[src/rtl/nn_run_sequencer.sv]
// -----------------------------------------------------------------------------
// nn_run_sequencer
//
// Run controller for the convolution engine. On an accepted start it issues
// one go pulse per inference run (num_runs runs, 0 meaning 1), each preceded
// by GO_DELAY idle cycles, and waits up to TIMEOUT cycles for finish. While a
// run is active it snoops the output-memory write bus to count writes, fold a
// rotate-left/XOR checksum and flag out-of-range addresses.
//
// Handshake: go is a single-cycle pulse (high only in the GO state). The engine
// answers with finish, which is acted on only in WAIT; finish in the go cycle
// or while idle/delaying has no effect. A write is dom_enable & dom_write on a
// rising clock edge, counted only in GO and WAIT.
//
// Ports:
//   clk          clock, all logic on rising edge
//   reset        asynchronous active-low reset
//   start        one-cycle request to begin a sequence (IDLE/DONE/ERR only)
//   num_runs     runs to execute, sampled with start
//   go           one-cycle pulse per run to the engine
//   finish       run-complete indication from the engine
//   dom_enable   snooped output-memory enable
//   dom_write    snooped output-memory write strobe
//   dom_address  snooped output-memory address
//   dom_data     snooped output-memory data
//   busy         high from start acceptance until DONE/ERR
//   done         high in DONE until the next accepted start
//   timeout_err  sticky: a run did not finish within TIMEOUT cycles
//   count_err    sticky: a run wrote other than EXPECTED_WRITES words
//   addr_err     sticky: a snooped write addressed >= EXPECTED_WRITES
//   run_index    index of the current/last run
//   cycle_count  go-to-finish latency of the last completed run
//   write_count  writes snooped in the current/last run (saturating)
//   checksum     running checksum of the current/last run
//   fsm_state    debug view of the controller state
// -----------------------------------------------------------------------------
module nn_run_sequencer #(
    parameter int ADDR_W          = 3,
    parameter int DATA_W          = 16,
    parameter int GO_DELAY        = 5,
    parameter int TIMEOUT         = 1024,
    parameter int CNT_W           = 16,
    parameter int RUN_W           = 4,
    parameter int EXPECTED_WRITES = 8
) (
    input  logic              clk,
    input  logic              reset,
    input  logic              start,
    input  logic [RUN_W-1:0]  num_runs,
    output logic              go,
    input  logic              finish,
    input  logic              dom_enable,
    input  logic              dom_write,
    input  logic [ADDR_W-1:0] dom_address,
    input  logic [DATA_W-1:0] dom_data,
    output logic              busy,
    output logic              done,
    output logic              timeout_err,
    output logic              count_err,
    output logic              addr_err,
    output logic [RUN_W-1:0]  run_index,
    output logic [CNT_W-1:0]  cycle_count,
    output logic [CNT_W-1:0]  write_count,
    output logic [DATA_W-1:0] checksum,
    output logic [2:0]        fsm_state
);

    typedef enum logic [2:0] {
        S_IDLE  = 3'd0,
        S_DELAY = 3'd1,
        S_GO    = 3'd2,
        S_WAIT  = 3'd3,
        S_DONE  = 3'd4,
        S_ERR   = 3'd5
    } state_t;

    localparam int               DLY_W    = (GO_DELAY > 1) ? $clog2(GO_DELAY) : 1;
    localparam logic [DLY_W-1:0] DLY_LAST = DLY_W'(GO_DELAY - 1);
    localparam logic [CNT_W-1:0] LAT_LAST = CNT_W'(TIMEOUT - 1);
    localparam logic [CNT_W-1:0] WR_EXP   = CNT_W'(EXPECTED_WRITES);

    state_t            state, state_next;
    logic [RUN_W-1:0]  runs;
    logic [DLY_W-1:0]  dly_cnt;
    logic [CNT_W-1:0]  lat_cnt;

    logic              accept;
    logic              run_end;
    logic              timeout_hit;
    logic              last_run;
    logic              wr_hit;
    logic              addr_oob;
    logic [RUN_W:0]    run_next;
    logic [CNT_W-1:0]  wc_inc;
    logic [CNT_W-1:0]  wc_final;
    logic [DATA_W-1:0] cs_next;

    assign run_next = {1'b0, run_index} + (RUN_W+1)'(1);
    assign last_run = (run_next >= {1'b0, runs});

    assign wr_hit   = ((state == S_GO) || (state == S_WAIT)) && dom_enable && dom_write;
    assign addr_oob = ({{(32-ADDR_W){1'b0}}, dom_address} >= 32'(EXPECTED_WRITES));

    // Saturating count; wc_final includes a write landing in the finish cycle.
    assign wc_inc   = (write_count == '1) ? write_count : write_count + CNT_W'(1);
    assign wc_final = wr_hit ? wc_inc : write_count;
    assign cs_next  = {checksum[DATA_W-2:0], checksum[DATA_W-1]} ^ dom_data;

    assign go        = (state == S_GO);
    assign fsm_state = state;

    always_ff @(posedge clk or negedge reset) begin
        if (!reset) begin
            state <= S_IDLE;
        end else begin
            state <= state_next;
        end
    end

    always_comb begin
        state_next  = state;
        accept      = 1'b0;
        run_end     = 1'b0;
        timeout_hit = 1'b0;
        case (state)
            S_IDLE, S_DONE, S_ERR: begin
                if (start) begin
                    accept     = 1'b1;
                    state_next = S_DELAY;
                end
            end
            S_DELAY: begin
                if (dly_cnt == DLY_LAST) begin
                    state_next = S_GO;
                end
            end
            S_GO: begin
                state_next = S_WAIT;
            end
            S_WAIT: begin
                // finish wins over a timeout landing on the same edge
                if (finish) begin
                    run_end    = 1'b1;
                    state_next = last_run ? S_DONE : S_DELAY;
                end else if (lat_cnt == LAT_LAST) begin
                    timeout_hit = 1'b1;
                    state_next  = S_ERR;
                end
            end
            default: begin
                state_next = S_IDLE;
            end
        endcase
    end

    always_ff @(posedge clk or negedge reset) begin
        if (!reset) begin
            runs        <= '0;
            dly_cnt     <= '0;
            lat_cnt     <= '0;
            busy        <= 1'b0;
            done        <= 1'b0;
            timeout_err <= 1'b0;
            count_err   <= 1'b0;
            addr_err    <= 1'b0;
            run_index   <= '0;
            cycle_count <= '0;
            write_count <= '0;
            checksum    <= '0;
        end else begin
            if (accept) begin
                runs        <= (num_runs == '0) ? RUN_W'(1) : num_runs;
                run_index   <= '0;
                busy        <= 1'b1;
                done        <= 1'b0;
                timeout_err <= 1'b0;
                count_err   <= 1'b0;
                addr_err    <= 1'b0;
                cycle_count <= '0;
            end

            dly_cnt <= ((state == S_DELAY) && (dly_cnt != DLY_LAST)) ? dly_cnt + DLY_W'(1) : '0;

            // lat_cnt holds j after edge go+j, so the finish edge reports lat_cnt+1.
            if (state == S_GO) begin
                lat_cnt <= CNT_W'(1);
            end else if (state == S_WAIT) begin
                lat_cnt <= lat_cnt + CNT_W'(1);
            end

            // The go cycle restarts the run's accumulators but still counts its own write.
            if (state == S_GO) begin
                write_count <= wr_hit ? CNT_W'(1) : '0;
                checksum    <= wr_hit ? dom_data : '0;
            end else if (wr_hit) begin
                write_count <= wc_inc;
                checksum    <= cs_next;
            end

            if (wr_hit && addr_oob) begin
                addr_err <= 1'b1;
            end

            if (run_end) begin
                cycle_count <= lat_cnt + CNT_W'(1);
                if (wc_final != WR_EXP) begin
                    count_err <= 1'b1;
                end
                if (last_run) begin
                    busy <= 1'b0;
                    done <= 1'b1;
                end else begin
                    run_index <= run_next[RUN_W-1:0];
                end
            end

            if (timeout_hit) begin
                timeout_err <= 1'b1;
                busy        <= 1'b0;
            end
        end
    end

endmodule

[config.mk]
export PLATFORM = sky130hd
export DESIGN_NAME = nn_run_sequencer
export DESIGN_NICKNAME = d
export VERILOG_FILES = /design/src/rtl/nn_run_sequencer.sv
export SDC_FILE = /design/constraint.sdc
export NUM_CORES = 1
export LEC_CHECK = 0
export ABC_AREA = 1
export CORE_UTILIZATION = 56
export DETAILED_ROUTE_END_ITERATION = 12
export PLACE_DENSITY = 0.86
export SYNTH_ARGS = -nofsm -noshare
export SYNTH_HDL_FRONTEND = slang
export SYNTH_SLANG_ARGS = --single-unit
export TNS_END_PERCENT = 1
[constraint.sdc]
create_clock -name clk -period 4.8 [get_ports clk]
set_input_delay 0.96 -clock clk [delete_from_list [all_inputs] [get_ports clk]]
set_output_delay 0.96 -clock clk [all_outputs]
set_load 0.02 [all_outputs]
# [Yosys cells after proc, flatten, opt, wreduce, memory -nomap -nowiden]
# Cells that the tools add are included.
[classes] n_addsub=4 magnitude_cmp=1 eq_ne=13 mux=41 bitwise_logic=1 reduce_logical=12
[op_table] op="$mux 16" n=10
[op_table] op="$add 16x1->16 const B" n=2
[op_table] op="$mux 1" n=20
[op_table] op="$mux 3" n=6
[op_table] op="$eq 16x10->1 const B" n=1
[op_table] op="$eq 16x16->1 const B" n=1
[op_table] op="$mux 4" n=4
[op_table] op="$ne 16x4->1 const B" n=1
[op_table] op="$xor 16x16->16" n=1
[op_table] op="$pmux 3 s4" n=1
[op_table] op="$eq 3x3->1 const B" n=3
[op_table] op="$reduce_bool 2->1" n=4
[op_table] op="$eq 3x2->1 const B" n=2
[op_table] op="$add 4x1->5 const B" n=1
[op_table] op="$ge 5x4->1" n=1
[op_table] op="$logic_not 4->1" n=1
[op_table] op="$ne 2x2->1 const B" n=2
[op_table] op="$add 3x1->3 const B" n=1
[op_table] op="$eq 3x1->1 const B" n=1
[op_table] op="$logic_and 1x1->1" n=3
[op_table] op="$logic_not 3->1" n=1
[op_table] op="$ne 3x2->1 const B" n=1
[op_table] op="$ne 3x3->1 const B" n=1
[op_table] op="$reduce_and 3->1" n=1
[op_table] op="other kinds (2)" n=2
[word_totals] regBits=82 in_bits=29 output_inout_bits=61 elab_cells=84

# [Depth between registers and ports, before layout]
# Gate-level depths: netlist of the first run.
[depth] depth_word=8 depth_mapped=14 depth_no_buf=14

# [Least setup slack after synthesis of the first run]
# Ideal clock, no wire load.
[synth_path] path_kind="register to output" start="register state[1], in the netlist fsm_state[1]" end="output go" arrival_time_ns=1.396 required_ns=3.840 path_slack_ns=2.444 stages_incl_launch_ff=6 path_buffers=1 cell_sequence="dfrtp_1 inv_2 nor2_4 inv_2 nor2_4 buf_1"
[synth_via] elab_chain_cells=1
[synth_rtl] item="start, declared" line="82" text="state_t state, state_next;"
[synth_rtl] item="start signal, assigned" line="116" text="state <= state_next;"
[synth_rtl] item="$eq 3x2->1" line="109" text="assign go = (state == S_GO);"
[synth_rtl] item="end, declared" line="50" text="output logic go,"
# No other way between the ends.

# [Worst setup path after layout of the first run]
[layout_path] start="register state[2], in the netlist fsm_state[2]" end="output go"
# The elaborated chain is that of the path after synthesis.

==> summary.txt, run 1 <==
Outcome
  – Outcome: completed

Power
  – Pwr Total: ~0.0026 W
  – Leakage: around 2.5 nW
  – Peak VDD IR: 0.365 mV
  – Pwr Density: ~480 mW/mm^2

Placement
  – Dpl cell area: 0.00527 sq mm
  – RePlAce Congestion: between 0.9 and 1
  – Post-DP HPWL: approximately 7500 microns
  – Setup WS pre-CTS: 1.66 ns
  – Port bufs: between 80 and 90

Critical path
  – CP Launch Type: flop
  – FF-to-FF Start: fsm_state[2]$_DFFE_PN0P_
  – R2r setup slk: about 2.3 ns
  – CP arrival: approximately 2.5 ns
  – CP endpoint kind: output port
  – Critical path class: flop to output port
  – Worst-path fanout max: 17
  – Reg2reg path depth: 12
  – CP required: between 3 and 4 ns
  – RR Endpoint: count_err$_DFF_PN0_

Clock tree
  – Num CTS Buffers: 9
  – Root buffer cell: clkbuf_8
  – TritonCTS clock tree: yes
  – Clock H-tree levels: 3
  – Longest Clk Path Bufs: 2
  – Skew-Pair Late Insertion Delay: about 0.35 ns
  – Cts hold-fix bufs: 0
  – CTS sink cnt: 82
  – Clock transition at path regs: about 0.08 ns
  – Post-CTS setup buffer count: 0
  – Resized Gates After CTS: 0

Layout
  – Ratio of cells with drive above 1 in the final layout: under 10%
  – Ant. Diodes: 0
  – Design Area, Final: 0.00546 sq mm
  – Nets: approximately 670
  – Synthesis-to-layout area growth: 24.9%

Worst hold path
  – Min-Delay Path Depth: 1
  – Worst hold path type: flop to flop
  – Hold_sp: dly_cnt[0]$_DFF_PN0_
  – Worst Hold Path EP: dly_cnt[0]$_DFF_PN0_

Timing
  – Max-slew violation count: 0
  – Max Fclk: about 290 MHz
  – Slew HR: 31.2%
  – Slew @ Worst Pin: 1.03 ns
  – Final Worst Setup Slack: around 1.4 ns
  – RSZ-0062 raised after global routing: false
  – Clock skew: 0.00961 ns
  – Minimum clock period: between 3 and 4 ns
  – Fin crit share: a little under three quarters
  – Hold Slack: about 0.46 ns
  – Setup violations, final: 0
  – Fin Setup TNS: 0 ns
  – Final hold vios: 0

Drt
  – Routed vias/inst: roughly 5.5
  – Wirelength per Cell: about 15 microns
  – Final wirelength: roughly 11000 microns
  – Initial DRC Count: 314
  – DRC Markers: 0
  – Number of nets with antenna violations after routing: 0
  – DR pass1 iterations: 5
  – Via Count: around 4100

Global routing
  – Global-route wire length before repair: 17900 microns
  – Initial antenna violation count: 0
  – Pin count of the biggest net entering global routing: slightly above 80
  – GR Util All Layers: 27.2%
  – Vias in the first global route: 3842
  – Overflow after GRT: 0

Floorplanning
  – Die Ht: about 90 microns
  – Initial Utilization: 59.0%
  – Die area: between 0.008 and 0.009 sq mm
  – # rows: 31
  – Core region area: between 0.007 and 0.008 sq mm
  – Top Ports: 90
  – Die width: 90.4 microns

Synth
  – Ys Warns: 0
  – Avg Inst Size Synth: roughly 7.9 sq um
  – Top FF cell, synth: dfrtp_1
  – Post-synth ARST share: 100%
  – Synthesized area: roughly 0.0044 sq mm
  – Flip-flop and latch count after synthesis: 82
  – Syn nets: slightly below 600
  – Synth area leader: dfrtp_1
  – Synth Instances: 556
  – Yosys cell types: 35
  – Register area share after synthesis: 46.9%
  – Synth area leaders: dfrtp_1, nand2_1, inv_1, nand3_1, nor2_1
  – Number of synthesized flops with an enable pin: 0
  – Share of the synthesized area in the top cell type: a little under half

Job
  – Max Cap Viol: 0
## state kept, by name, indices dropped and copies added (netlist names)
| register | flops |
|---|---|
| runs | 4 |
| timeout_err | 1 |
| done | 1 |
| busy | 1 |
| checksum | 16 |
| lat_cnt | 16 |
| cycle_count | 16 |
| count_err | 1 |
| dly_cnt | 3 |
| fsm_state | 3 |
| write_count | 16 |
| run_index | 4 |
## layout make-up
| class | instances | area [sq um] |
|---|---|---|
| clock inverters | 5 | 55.1 |
| multi-input cells | 389 | 1980 |
| clock buffers | 10 | 138 |
| fillers | 564 | 1950 |
| flip-flops and latches | 82 | 2050 |
| well taps | 99 | 124 |
| repair buffers | 85 | 848 |
| inverters | 69 | 260 |
## stage by stage
stage          util [%]  cells
4_1_cts            73.7    739
3_5_place_dp       71.1    724
2_1_floorplan         -    556
6_report           73.7    739
5_1_grt            73.7    739
3_3_place_gp       71.1    724
## critical path: stages, from the launching register on
cell and delay, ns:
dfrtp_1 0.44, nor2_4 0.42, inv_2 0.18, nor2_4 0.39
clkdlybuf4s50_1 0.69
## synth_stat cells, drive strengths merged (2+ instances only)
library cell	count
nor4	3
nor2	58
nor3	3
xnor2	3
buf	9
dfrtp	82
xor2	18
o21ai	32
inv	68
a21oi	29
or2	2
nand4	7
o22ai	19
nand2	146
ha	9
nand3b	5
clkbuf	7
a31oi	3
nand3	46
## metal layers
metal | track usage, % | up-vias | wire (microns)
li1 | - | 1957 | -
met1 | 34.4 | 1942 | 4480
met2 | 46.6 | 152 | 5450
met3 | 4.21 | 28 | 552
met4 | 10.9 | 0 | 275
met5 | 0 | - | 0
## cells by family (layout without fill, tap and decap cells)
family | count (synthesis) | after routing | share of synthesized area, %
buf+inv | 85 | 169 | 7.73
mux | 1 | 1 | 0.229
flops | 82 | 82 | 46.9
xor+xnor | 21 | 21 | 4.21
compound gates | 86 | 86 | 10.7
simple gates | 271 | 271 | 27.5
other cells | 1 | 1 | 0.0858
fa+ha+maj | 9 | 9 | 2.58
## cell usage in the layout (no fill, tap or decap), types with 5 or more instances in the layout
cell type / instances
nand3b_1: 5
a21oi_1: 29
xor2_1: 18
clkbuf_8: 10
o22ai_1: 19
inv_2: 7
inv_1: 61
nand4_1: 7
nand3_1: 45
o21ai_1: 8
nand2_1: 146
dfrtp_1: 82
ha_1: 9
nor2_1: 49
o21ai_0: 24
nor2_2: 5
clkdlybuf4s50_1: 84
## worst max path at each step
| stage | from | endpoint | cells past startpoint |
|---|---|---|---|
| 2_1_floorplan | fsm_state[1]$_DFFE_PN0P_ | go | 5 |
| 3_3_place_gp | dom_write | count_err$_DFF_PN0_ | 11 |
| 3_5_place_dp | dom_write | count_err$_DFF_PN0_ | 11 |
| 4_1_cts | fsm_state[2]$_DFFE_PN0P_ | go | 4 |
| 5_1_grt | fsm_state[2]$_DFFE_PN0P_ | go | 4 |
| 6_report | fsm_state[2]$_DFFE_PN0P_ | go | 4 |
## power by group
| group | internal (W) | total [W] | switching, W |
|---|---|---|---|
| Combinational | 0.000443 | 0.00116 | 0.000712 |
| Sequential | 0.000844 | 0.000979 | 0.000135 |
| Clock | 0.000250 | 0.000502 | 0.000252 |
Note: power is estimated with default switching activity, not from simulation.
==> inputs of run 2 (changes only) <==
CORE_UTILIZATION = 47   (was 56)
PLACE_DENSITY = 0.77   (was 0.86)
clock period = 3 ns   (was 4.8 ns; I/O delays follow)
==> summary.txt, run 2 (synthesized netlist as in run 1, its figures left out) <==
Outcome
  – Outcome: finished, violations left
  – Violated checks: design-rule violations

Global routing
  – Initial antenna violation count: 0
  – Pin count of the biggest net entering global routing: 46
  – Vias in the first global route: a little under 4000
  – Overflow after GRT: 0
  – Global-route wire length before repair: ~18000 microns
  – GR Util All Layers: 22.5%

Placement
  – Post-DP HPWL: just under 8000 microns
  – Dpl cell area: 0.00532 sq mm
  – RePlAce Congestion: approximately 0.85
  – Inst Count DP: about 740
  – Port bufs: 85

Floorplanning
  – Die width: slightly below 100 microns
  – Top Ports: 90
  – Initial Utilization: 49.4%
  – # rows: 34
  – Die Ht: ~98 microns
  – Core region area: a little under 0.009 sq mm
  – Die area: 0.00969 sq mm

Drt
  – Met2 WL: between 5000 and 6000 microns
  – Wirelength per Cell: around 14 microns
  – Routed vias/inst: about 5.2
  – Met3 wire len: between 400 and 500 microns
  – Number of nets with antenna violations after routing: 0
  – Max layer used: met4
  – Final wirelength: roughly 10000 microns
  – WL met1: ~4600 microns
  – DR pass1 iterations: 10
  – Initial DRC Count: between 150 and 200
  – Via Count: 3953
  – DRC Markers: 3

Power
  – Peak VDD IR: around 0.51 mV
  – Leakage: 2.58 nW
  – Pwr Density: between 700 and 800 mW/mm^2

Timing
  – Max-slew violation count: 0
  – Slew @ Worst Pin: 0.584 ns
  – Minimum clock period: 2.36 ns
  – RSZ-0062 raised after global routing: false
  – Final hold vios: 0
  – Setup violations, final: 0
  – Fin crit share: between 70% and 80%
  – Max Fclk: between 400 and 500 MHz
  – Slew HR: roughly three fifths
  – Clock skew: 0.0112 ns
  – Fin Setup TNS: 0 ns

Layout
  – Post-layout util: a little over three fifths
  – Synthesis-to-layout area growth: 26.6%
  – Nets: 679
  – Most frequent cells in the layout: nand2_1, clkdlybuf4s50_1, dfrtp_1
  – Design Area, Final: around 0.0055 sq mm
  – Ratio of cells with drive above 1 in the final layout: about 6.5%
  – Layout filler cell count: roughly 800
  – Final Non-Filler Cells: 754
  – Ant. Diodes: 0
  – Commonest non-fill, non-tap cell in the layout: nand2_1

Clock tree
  – Longest Clk Path Bufs: 2
  – Clock H-tree levels: 3
  – Resized Gates After CTS: 0
  – Skew-Pair Late Insertion Delay: between 0.3 and 0.4 ns
  – Post-CTS setup buffer count: 0
  – TritonCTS clock tree: yes
  – Root buffer cell: clkbuf_8
  – Num CTS Buffers: 9
  – Cts hold-fix bufs: 0
  – Clock transition at path regs: roughly 0.080 ns
  – CTS sink cnt: 82

Critical path
  – Critical path class: flop to output port
  – CP arrival: 1.76 ns
  – Worst-path fanout max: 4
  – Reg2reg path depth: 14
  – CP required: 2.40 ns
  – CP Launch Type: flop
  – CP endpoint kind: output port

Worst hold path
  – Worst hold path type: input port to asynchronous set/reset pin

Job
  – Max Cap Viol: 0
run 2: layout make-up:
cell class	instances	area, sq um	share of cell area [%]
well taps	108	135	2.44
multi-input cells	389	1980	35.8
flip-flops and latches	82	2050	37.1
clock buffers	12	145	2.62
inverters	69	260	4.70
repair buffers	90	886	16.0
clock inverters	4	75.1	1.36
run 2: metrics by stage:
stage / total power, W / hold WS, ns / setup slack [ns]
global placement: 0.00335 / 0.446 / 0.495
detailed placement: 0.00341 / 0.463 / 0.485
finish: 0.00427 / 0.234 / 0.645
CTS: 0.00430 / 0.258 / 0.634
floorplan: 0.00271 / 0.304 / 0.970
global route: 0.00457 / 0.281 / 0.439
run 2: critical path, stage by stage (launching register included):
cell and delay (ns):
dfrtp_1 0.45, nor2_4 0.14, inv_2 0.10, nor2_4 0.12, clkdlybuf4s50_1 0.61
run 2: where the power goes:
| part | switching, W | internal, W | leakage, nW |
|---|---|---|---|
| Clock | 0.000384 | 0.000493 | 0.103 |
| Sequential | 0.000218 | 0.00135 | 1.10 |
| Combinational | 0.00110 | 0.000725 | 1.38 |
run 2: per-layer routing:
| metal | global-route usage (%) | up-vias |
|---|---|---|
| li1 | - | 1973 |
| met1 | 28.9 | 1867 |
| met2 | 38.7 | 97 |
| met3 | 3.26 | 16 |
| met4 | 8.73 | 0 |
| met5 | 0 | - |
run 2: final timing paths:
path | slack (ns) | start | endpoint
max in group asynchronous | 2.06 | reset | write_count[4]$_DFF_PN0_
hold / removal | 0.23 | reset | lat_cnt[1]$_DFFE_PN0N_
min in group clk | 0.47 | dly_cnt[0]$_DFF_PN0_ | dly_cnt[0]$_DFF_PN0_
setup reg to reg | 0.73 | run_index[0]$_DFF_PN0_ | run_index[0]$_DFF_PN0_
hold reg to reg | 0.47 | dly_cnt[0]$_DFF_PN0_ | dly_cnt[0]$_DFF_PN0_
setup / recovery | 0.64 | fsm_state[2]$_DFFE_PN0P_ | go
